$ cat config.mk
export PLATFORM = sky130hd
export DESIGN_NAME = minibyte_bus_responder
export DESIGN_NICKNAME = d
export VERILOG_FILES = /design/src/rtl/minibyte_bus_responder.sv
export SDC_FILE = /design/constraint.sdc
export NUM_CORES = 1
export LEC_CHECK = 0
export CAP_MARGIN = 10
export CORE_AREA = 5 5 131 133
export DETAILED_ROUTE_END_ITERATION = 16
export DIE_AREA = 0 0 136 138
export HOLD_SLACK_MARGIN = 0.15
export PLACE_DENSITY_LB_ADDON = 0.05
export SYNTH_ARGS = -nofsm -noshare
export SYNTH_HDL_FRONTEND = slang
export SYNTH_SLANG_ARGS = --single-unit
$ cat constraint.sdc
create_clock -name clk -period 2.6 [get_ports clk]
set_input_delay 0.52 -clock clk [delete_from_list [all_inputs] [get_ports clk]]
set_output_delay 0.52 -clock clk [all_outputs]
set_load 0.02 [all_outputs]
$ cat src/rtl/minibyte_bus_responder.sv
// minibyte_bus_responder
//   Memory-side responder for the minibyte CPU external bus. CPU read/write
//   requests are served from an internal RAM of DEPTH bytes. Each transfer
//   waits WAIT_STATES cycles, then gives a one-cycle ack, then waits for the
//   CPU to drop its request (four-phase handshake). A host port preloads the
//   RAM while the responder is idle.
//
// Ports
//   clk        : clock, all logic on the rising edge
//   rst        : synchronous active-high reset (RAM contents are kept)
//   bus_req    : CPU request level, held until ack is seen
//   bus_we     : 1 = write, 0 = read (valid with bus_req)
//   bus_addr   : word address (valid with bus_req)
//   bus_wdata  : write data (valid with bus_req & bus_we)
//   bus_rdata  : read data, or the written data on writes; held between acks
//   bus_ack    : one-cycle completion pulse
//   bus_err    : pulses with bus_ack for addresses >= DEPTH
//   busy       : high from request capture until return to idle
//   prog_en    : host preload write strobe (honoured only when idle)
//   prog_addr  : host preload address
//   prog_data  : host preload data
module minibyte_bus_responder #(
  parameter int DEPTH       = 16,
  parameter int WAIT_STATES = 2
) (
  input  logic       clk,
  input  logic       rst,
  input  logic       bus_req,
  input  logic       bus_we,
  input  logic [7:0] bus_addr,
  input  logic [7:0] bus_wdata,
  output logic [7:0] bus_rdata,
  output logic       bus_ack,
  output logic       bus_err,
  output logic       busy,
  input  logic       prog_en,
  input  logic [7:0] prog_addr,
  input  logic [7:0] prog_data
);

  localparam int AW = (DEPTH > 1) ? $clog2(DEPTH) : 1;

  typedef enum logic [1:0] {IDLE, WAIT, RESP, HOLD} state_t;

  state_t      state_reg, state_next;
  logic [3:0]  cnt_reg, cnt_next;
  logic [7:0]  addr_reg;
  logic [7:0]  wdata_reg;
  logic        we_reg;
  logic        busy_reg;
  logic        ack_reg;
  logic        err_reg;
  logic [7:0]  rdata_reg;

  logic [7:0]  mem [DEPTH];

  logic        capture;
  logic        enter_resp;
  logic [7:0]  cur_addr;
  logic [7:0]  cur_wdata;
  logic        cur_we;
  logic        cur_in_range;
  logic [AW-1:0] rd_idx;
  logic        prog_in_range;
  logic        resp_in_range;
  logic        mem_we;
  logic [AW-1:0] mem_waddr;
  logic [7:0]  mem_wdata;

  // Full 8-bit compare so that out-of-range addresses never alias into the RAM.
  function automatic logic addr_ok(input logic [7:0] a);
    return {1'b0, a} < 9'(DEPTH);
  endfunction

  // A host write in idle takes the cycle; the request is captured afterwards.
  assign capture = (state_reg == IDLE) && !prog_en && bus_req;

  // With zero wait states the response is prepared on the capture edge itself,
  // before the latched copies exist, so the live bus fields are used then.
  assign enter_resp = (capture && (WAIT_STATES == 0)) ||
                      ((state_reg == WAIT) && (cnt_reg == 4'd1));

  assign cur_addr     = (state_reg == IDLE) ? bus_addr  : addr_reg;
  assign cur_wdata    = (state_reg == IDLE) ? bus_wdata : wdata_reg;
  assign cur_we       = (state_reg == IDLE) ? bus_we    : we_reg;
  assign cur_in_range = addr_ok(cur_addr);
  assign rd_idx       = cur_addr[AW-1:0];

  assign prog_in_range = addr_ok(prog_addr);
  assign resp_in_range = addr_ok(addr_reg);

  // Single write port shared by host preload (IDLE) and CPU writes (RESP);
  // the two states are exclusive. Reset blocks the CPU write in RESP.
  assign mem_we    = !rst && (((state_reg == IDLE) && prog_en && prog_in_range) ||
                              ((state_reg == RESP) && we_reg && resp_in_range));
  assign mem_waddr = (state_reg == RESP) ? addr_reg[AW-1:0] : prog_addr[AW-1:0];
  assign mem_wdata = (state_reg == RESP) ? wdata_reg : prog_data;

  always_ff @(posedge clk) begin
    if (mem_we) begin
      mem[mem_waddr] <= mem_wdata;
    end
  end

  // Registered read: loaded on the edge that enters RESP, held otherwise.
  always_ff @(posedge clk) begin
    if (rst) begin
      rdata_reg <= 8'h00;
    end else if (enter_resp) begin
      if (cur_we) begin
        rdata_reg <= cur_wdata;
      end else if (cur_in_range) begin
        rdata_reg <= mem[rd_idx];
      end else begin
        rdata_reg <= 8'h00;
      end
    end
  end

  always_ff @(posedge clk) begin
    if (rst) begin
      state_reg <= IDLE;
      cnt_reg   <= 4'd0;
    end else begin
      state_reg <= state_next;
      cnt_reg   <= cnt_next;
    end
  end

  always_comb begin
    state_next = state_reg;
    cnt_next   = cnt_reg;
    case (state_reg)
      IDLE: begin
        if (capture) begin
          if (WAIT_STATES == 0) begin
            state_next = RESP;
          end else begin
            state_next = WAIT;
            cnt_next   = 4'(WAIT_STATES);
          end
        end
      end
      WAIT: begin
        if (cnt_reg == 4'd1) begin
          state_next = RESP;
        end else begin
          cnt_next = cnt_reg - 4'd1;
        end
      end
      RESP: state_next = HOLD;
      HOLD: begin
        if (!bus_req) begin
          state_next = IDLE;
        end
      end
      default: state_next = IDLE;
    endcase
  end

  always_ff @(posedge clk) begin
    if (rst) begin
      busy_reg <= 1'b0;
      ack_reg  <= 1'b0;
      err_reg  <= 1'b0;
    end else begin
      ack_reg <= enter_resp;
      err_reg <= enter_resp && !cur_in_range;
      if (capture) begin
        busy_reg <= 1'b1;
      end else if ((state_reg == HOLD) && !bus_req) begin
        busy_reg <= 1'b0;
      end
    end
  end

  // Request fields are only meaningful after capture, so they carry no reset.
  always_ff @(posedge clk) begin
    if (capture) begin
      addr_reg  <= bus_addr;
      wdata_reg <= bus_wdata;
      we_reg    <= bus_we;
    end
  end

  assign bus_rdata = rdata_reg;
  assign bus_ack   = ack_reg;
  assign bus_err   = err_reg;
  assign busy      = busy_reg;

endmodule

==> flow_metrics.py, run 1 <==
metrics = {
    "placed_design": {
        "place_hpwl_mm": 14.71,
        "io_buffer_count": 47,
        "gp_congestion": 0.9276,
    },
    "timing": {
        "fmax_ghz": 0.4062,
        "setup_viol": 0,
        "worst_slew_pin_slew_ns": 0.6310,
        "fin_hold_ws_ns": 0.5285,
        "rsz0062_at_grt": "true",
        "hold_viol": 0,
        "timing.final.crit_period_ns": 2.462,
        "slew_viol_final": 0,
        "relSlewSlack": 0.5794,
        "finalCritPeriodShare": 0.9468,
        "skew_ns": 0.01407,
    },
    "floorplanning": {
        "rows": 46,
        "die_w_um": 136,
        "ios": 48,
        "coreArea_sq_mm": 0.01571,
        "initial_utilization": 0.4959,
        "die_area_sq_mm": 0.01877,
        "die_y_um": 138,
    },
    "pwr": {
        "power_frac_seq": 0.341,
        "ir_drop_mv": 0.5373,
        "share_comb_of_total_power": 0.363,
        "total_power_mw": 9.153,
        "power.leakage_nw": 3.348,
        "p_per_area_mw_per_mm2": 973.6,
        "switchingPower_mw": 3.260,
        "internal_power_mw": 5.893,
        "clockPowerShare": 0.296,
        "swShare": 0.3562,
    },
    "global_route": {
        "gr-total-overflow": 0,
        "grt_pass1_vias": 5644,
        "antenna_found_initial": 0,
        "grt_max_degree": 59,
        "grt_usage": 0.2353,
        "grt_pass1_wl_mm": 32.97,
    },
    "clocking": {
        "cts_root_buf": "clkbuf_16",
        "clkTransAtPathRegs_ns": 0.07,
        "cts_setup_buffers": 0,
        "clkLatencyLatePin_ns": 0.44,
        "clock_sinks": 162,
        "cts_buffer_depth": 2,
        "cts_buffers": 17,
        "cts_hold_buf": 0,
        "htree_levels": 4,
        "ctsResizeCount": 0,
        "cts_tree": "done",
    },
    "cells_and_area": {
        "final_nets": 791,
        "utilization": 0.5983,
        "nFillCells": 1318,
        "multiInputGateArea_sq_mm": 0.002829,
        "n_antenna_cell": 0,
        "seq_area_sq_mm": 0.004695,
        "largest_register_ffs": 128,
        "syn_to_final_growth_pct": 20.67,
        "top_register": "mem",
        "layout-drive-gt1-share": 0.1553,
    },
    "worst_hold_path": {
        "holdCritPathClass": "reg2reg",
        "min-delay-start": "busy$_SDFFE_PP0P_",
    },
    "critical_path": {
        "cp_common_cell": "buf_4",
        "cp-end-kind": "register",
        "r2r-start": "state_reg[1]$_SDFFE_PP0P_",
        "worstPathRequired_ns": 2.94,
        "crit_start": "state_reg[1]$_SDFFE_PP0P_",
        "cp_num_buf_inv": 4,
        "startpoint_type": "register",
        "path_max_fanout": 21,
        "crit_chain": "inv_1 > ha_2 > buf_4 > nor2_1 > buf_12 > a22o_1 > o21bai_1 > o22ai_1 > buf_4 > o41ai_2",
        "slowest_stage": "ha_2",
        "worstPathArrival_ns": 2.80,
        "max_stage_delay_ns": 0.36,
        "critPathKind": "reg2reg",
        "crit_family": "compound AO/OA/AOI/OAI gates",
    },
    "yosys": {
        "synthMuxAreaShare": 0.04561,
        "synthCells": 673,
        "seq_area_frac_synth": 0.6025,
        "synthFlopType": "edfxtp_1",
        "synth_top_area_share": 0.5589,
        "ys_top_cells_by_area": "edfxtp_1, nand2_1, dfxtp_1",
        "syn_area_sq_mm": 0.007791,
        "synthAdderAreaFrac": 0.01124,
        "synth_seq_cells": 162,
        "synth_nets": 717,
        "ys_warn_count": 0,
        "synthArstFlopShare": 0,
        "synth_compound_area_frac": 0.1590,
        "syn-mean-instance-area_sq_um": 11.58,
        "synth_xor_area_frac": 0.003372,
        "ys_types": 54,
        "synth_top_family_by_area": "compound AO/OA/AOI/OAI gates",
        "synth_top_cell_by_area": "edfxtp_1",
        "synth_edf_count": 145,
        "yosys.area_share.simple": 0.1415,
    },
    "routing": {
        "first_pass_iters": 5,
        "ant_nets": 0,
        "wl_per_cell_um": 22.12,
        "drc": 0,
        "drt_iter0_markers": 627,
        "dr_total_vias": 5636,
        "wl_mm": 21.59,
        "viasPerCell": 5.775,
    },
    "status": {
        "status": "complete, no violations",
    },
    "run": {
        "maxCapViolations": 0,
    },
}
[worst paths after layout]
| kind | to | cells past startpoint | slack (ns) |
|---|---|---|---|
| max | bus_rdata[2]$_SDFFE_PP0N_ | 10 | 0.14 |
| min | busy$_SDFFE_PP0P_ | 2 | 0.53 |
| max reg2reg | bus_rdata[2]$_SDFFE_PP0N_ | 10 | 0.14 |
| min reg2reg | busy$_SDFFE_PP0P_ | 2 | 0.53 |
[power by group through the flow]
| stage | Clock [mW] | Sequential, mW | Combinational [mW] |
|---|---|---|---|
| after floorplan | 0 | 3.17 | 2.13 |
| after global placement | 0 | 3.17 | 3.24 |
| after detailed placement | 0 | 3.18 | 3.27 |
| after CTS | 2.74 | 3.12 | 3.29 |
| after global routing | 2.86 | 3.14 | 3.57 |
| final | 2.71 | 3.12 | 3.32 |
[metrics by stage]
stage               setup WS, ns  cell area (sq um)  instances   TNS (ns)
floorplan                 0.3609               7791        673          0
global placement         0.02116               8745        944          0
detailed placement     -0.008539               8745        944  -0.008539
CTS                      0.06281               9385        976          0
global route            -0.02172               9402        976   -0.02806
finish                    0.1382               9402        976          0
[area by class of cell]
class / count / area share
Timing Repair Buffer: 98 / 0.09689
Clock buffer: 17 / 0.04525
Sequential cell: 162 / 0.4993
Tap cell: 216 / 0.02875
Inverter: 15 / 0.005989
Clock inverter: 15 / 0.02289
Multi-Input combinational cell: 453 / 0.3009
[cells in the final DEF (no fill, tap or decap), types with 13 or more instances in the layout]
cell / count
nor2b_1: 46
nand2_1: 101
o22ai_1: 28
a21oi_1: 49
clkbuf_16: 17
mux2i_1: 15
clkdlybuf4s50_1: 46
nor3_1: 17
dfxtp_1: 17
edfxtp_1: 145
o21bai_1: 13
o21ai_0: 21
buf_4: 46
nor2_1: 41
inv_1: 15
a22o_1: 13
[kinds of logic (layout without fill, tap and decap cells)]
logic type,after synthesis,after routing
AOI/OAI and AO/OA,180,180
adders and majority gates,7,7
and+or+nand+nor,233,233
DFF,162,162
muxes,30,30
buffers and inverters,58,145
xor gates and xnor gates,3,3
[worst reg2reg max path: stages, from the launching register on]
cell and delay (ns):
dfxtp_1 0.34, inv_1 0.12, ha_2 0.36, buf_4 0.26
nor2_1 0.10, buf_12 0.17, a22o_1 0.24, o21bai_1 0.20
o22ai_1 0.12, buf_4 0.16, o41ai_2 0.30
[routing by layer]
layer | share of wire | GRT usage | vias to the layer above
li1 | - | - | 2647
met1 | 0.44 | 0.3300 | 2693
met2 | 0.46 | 0.3601 | 260
met3 | 0.080 | 0.05769 | 36
met4 | 0.021 | 0.07798 | 0
met5 | 0 | 0 | -
[Yosys cell counts (all sizes together), types with 3 or more instances]
cell type and number:
o211ai 7, nor2 41, a211oi 8, buf 31
nor3 18, or2 7, nor2b 46, a21oi 49
nand2 101, o22ai 28, inv 15, mux2 11
nand3 6, a22o 13, nand2b 4, o21bai 13
o21ai 21, mux2i 18, dfxtp 17, a31oi 6
o41ai 6, clkbuf 12, o21a 6, nor3b 3
ha 7, edfxtp 145, a221oi 7
Power figures use the tool's default switching activity.
==> run 2: changes to the inputs <==
==> constraint.sdc (replaced) <==
create_clock -name clk -period 2.5 [get_ports clk]
set_input_delay 0.5 -clock clk [delete_from_list [all_inputs] [get_ports clk]]
set_output_delay 0.5 -clock clk [all_outputs]
set_load 0.02 [all_outputs]
==> run 2 against run 1 <==
Cell count increased by 0.20%. Flip-flop and latch count is the same. Setup slack about the same. Count of clock-buffer cells in the layout unchanged. Die area is the same. Clock power fell by 7%. Critical path type unchanged. Final area fell by 0.31%. Highest routed layer unchanged.
==> flow_metrics.py, run 2 (same netlist as run 1, synthesis figures left out) <==
metrics = {
    "global_route": {
        "grt_pass1_vias": 5548,
        "grt_usage": 0.2305,
        "antenna_found_initial": 0,
        "gr-total-overflow": 0,
        "grt_max_degree": 58,
        "grt_pass1_wl_mm": 32.43,
    },
    "clocking": {
        "cts_tree": "done",
        "htree_levels": 4,
        "cts_buffers": 17,
        "cts_setup_buffers": 0,
        "clock_sinks": 162,
        "clkTransAtPathRegs_ns": 0.07,
        "cts_root_buf": "clkbuf_16",
        "clkLatencyLatePin_ns": 0.43,
        "cts_buffer_depth": 2,
    },
    "timing": {
        "worst_slew_pin_slew_ns": 0.6001,
        "fmax_ghz": 0.4234,
        "rsz0062_at_grt": "false",
        "relSlewSlack": 0.5981,
        "finalCritPeriodShare": 0.9447,
        "skew_ns": 0.009152,
        "timing.final.crit_period_ns": 2.362,
        "slew_viol_final": 0,
        "setup_viol": 0,
        "hold_viol": 0,
    },
    "cells_and_area": {
        "seq_area_sq_mm": 0.004695,
        "syn_to_final_growth_pct": 20.30,
        "final_nets": 793,
        "fin_area_sq_mm": 0.009373,
        "nFillCells": 1272,
        "n_antenna_cell": 0,
        "layout-drive-gt1-share": 0.1575,
        "top_register": "mem",
        "final_common_cell": "edfxtp_1",
        "multiInputGateArea_sq_mm": 0.002820,
        "largest_register_ffs": 128,
        "layout_common_cells": "edfxtp_1, nand2_1, a21oi_1",
    },
    "floorplanning": {
        "die_y_um": 138,
        "initial_utilization": 0.4959,
        "rows": 46,
        "die_area_sq_mm": 0.01877,
        "ios": 48,
        "die_w_um": 136,
        "coreArea_sq_mm": 0.01571,
    },
    "status": {
        "status": "complete, no violations",
    },
    "routing": {
        "viasPerCell": 5.814,
        "wl_mm": 21.32,
        "ant_nets": 0,
        "dr_total_vias": 5686,
        "wl_per_cell_um": 21.80,
        "first_pass_iters": 5,
        "drc": 0,
        "drt_iter0_markers": 569,
    },
    "placed_design": {
        "gp_congestion": 1.015,
        "place_hpwl_mm": 14.52,
        "place_area_sq_mm": 0.008772,
        "io_buffer_count": 47,
    },
    "run": {
        "maxCapViolations": 0,
    },
    "critical_path": {
        "worstPathRequired_ns": 2.83,
        "r2r_setup_slack_ns": 0.14,
        "worstPathArrival_ns": 2.69,
        "path_max_fanout": 16,
        "critPathKind": "reg2reg",
        "startpoint_type": "register",
        "rr_worst_depth": 10,
        "r2r-start": "state_reg[0]$_SDFFE_PP0P_",
        "r2r-end": "bus_rdata[5]$_SDFFE_PP0N_",
        "cp-end-kind": "register",
    },
    "pwr": {
        "power.leakage_nw": 3.338,
        "p_per_area_mw_per_mm2": 994.6,
        "ir_drop_mv": 0.5853,
        "total_power_mw": 9.323,
    },
    "worst_hold_path": {
        "hold_depth": 2,
        "hold_path_end": "busy$_SDFFE_PP0P_",
        "holdCritPathClass": "reg2reg",
        "min-delay-start": "busy$_SDFFE_PP0P_",
    },
}
## run 2: worst max-delay path by stage
| stage | from | endpoint | slack, ns | cells past startpoint |
|---|---|---|---|---|
| floorplan | addr_reg[0]$_DFFE_PP_ | mem[12][0]$_DFFE_PP_ | 0.26 | 7 |
| global placement | prog_en | mem[6][0]$_DFFE_PP_ | -0.009 | 7 |
| detailed placement | prog_en | mem[2][0]$_DFFE_PP_ | -0.04 | 7 |
| CTS | state_reg[1]$_SDFFE_PP0P_ | bus_rdata[0]$_SDFFE_PP0N_ | 0.04 | 7 |
| global route | state_reg[1]$_SDFFE_PP0P_ | bus_rdata[1]$_SDFFE_PP0N_ | 0.03 | 8 |
| finish | state_reg[0]$_SDFFE_PP0P_ | bus_rdata[5]$_SDFFE_PP0N_ | 0.14 | 10 |
## run 2: metrics by stage
step	utilization	std cells	worst slack (ns)	setup TNS [ns]	hold slack, ns
4_1_cts	0.5958	978	0.04048	0	0.5017
6_report	0.5965	978	0.1382	0	0.4990
3_5_place_dp	0.5583	946	-0.03808	-1.520	0.4916
2_1_floorplan	-	673	0.2609	0	0.4889
5_1_grt	0.5965	978	0.03074	0	0.5181
3_3_place_gp	0.5583	946	-0.008852	-0.09545	0.4846
## run 2: power breakdown
group | total, mW | switching [mW] | internal (mW)
combinational | 3.55 | 2.15 | 1.41
sequential | 3.24 | 0.0743 | 3.17
clock | 2.53 | 1.19 | 1.34
total | 9.32 | 3.41 | 5.91
## run 2: worst max-delay path, stage by stage (launching register included)
cell	delay (ns)
dfxtp_1	0.31
inv_1	0.10
ha_2	0.33
buf_12	0.18
nand2b_1	0.17
buf_4	0.26
o22ai_1	0.16
a21oi_1	0.17
o22ai_1	0.10
buf_4	0.16
o41ai_2	0.31
## run 2: timing repair
action	4_1_cts	5_1_grt
hold buffers	0	0
gates resized for setup	0	3
endpoints found under the setup margin	0	46
## run 2: layer usage
metal	vias up	routed length, um	global-route usage
met5	-	0	0
met4	0	533	0.07162
met3	30	1744	0.05588
met2	243	9770	0.3510
met1	2767	9273	0.3275
li1	2646	-	-
## run 2: layout make-up
cell class | count | area share
tap | 216 | 0.02883
multi-input combinational | 453 | 0.3009
clock buffer | 17 | 0.04539
clock inverter | 15 | 0.01749
timing repair buffer | 100 | 0.1005
sequential | 162 | 0.5009
inverter | 15 | 0.006007
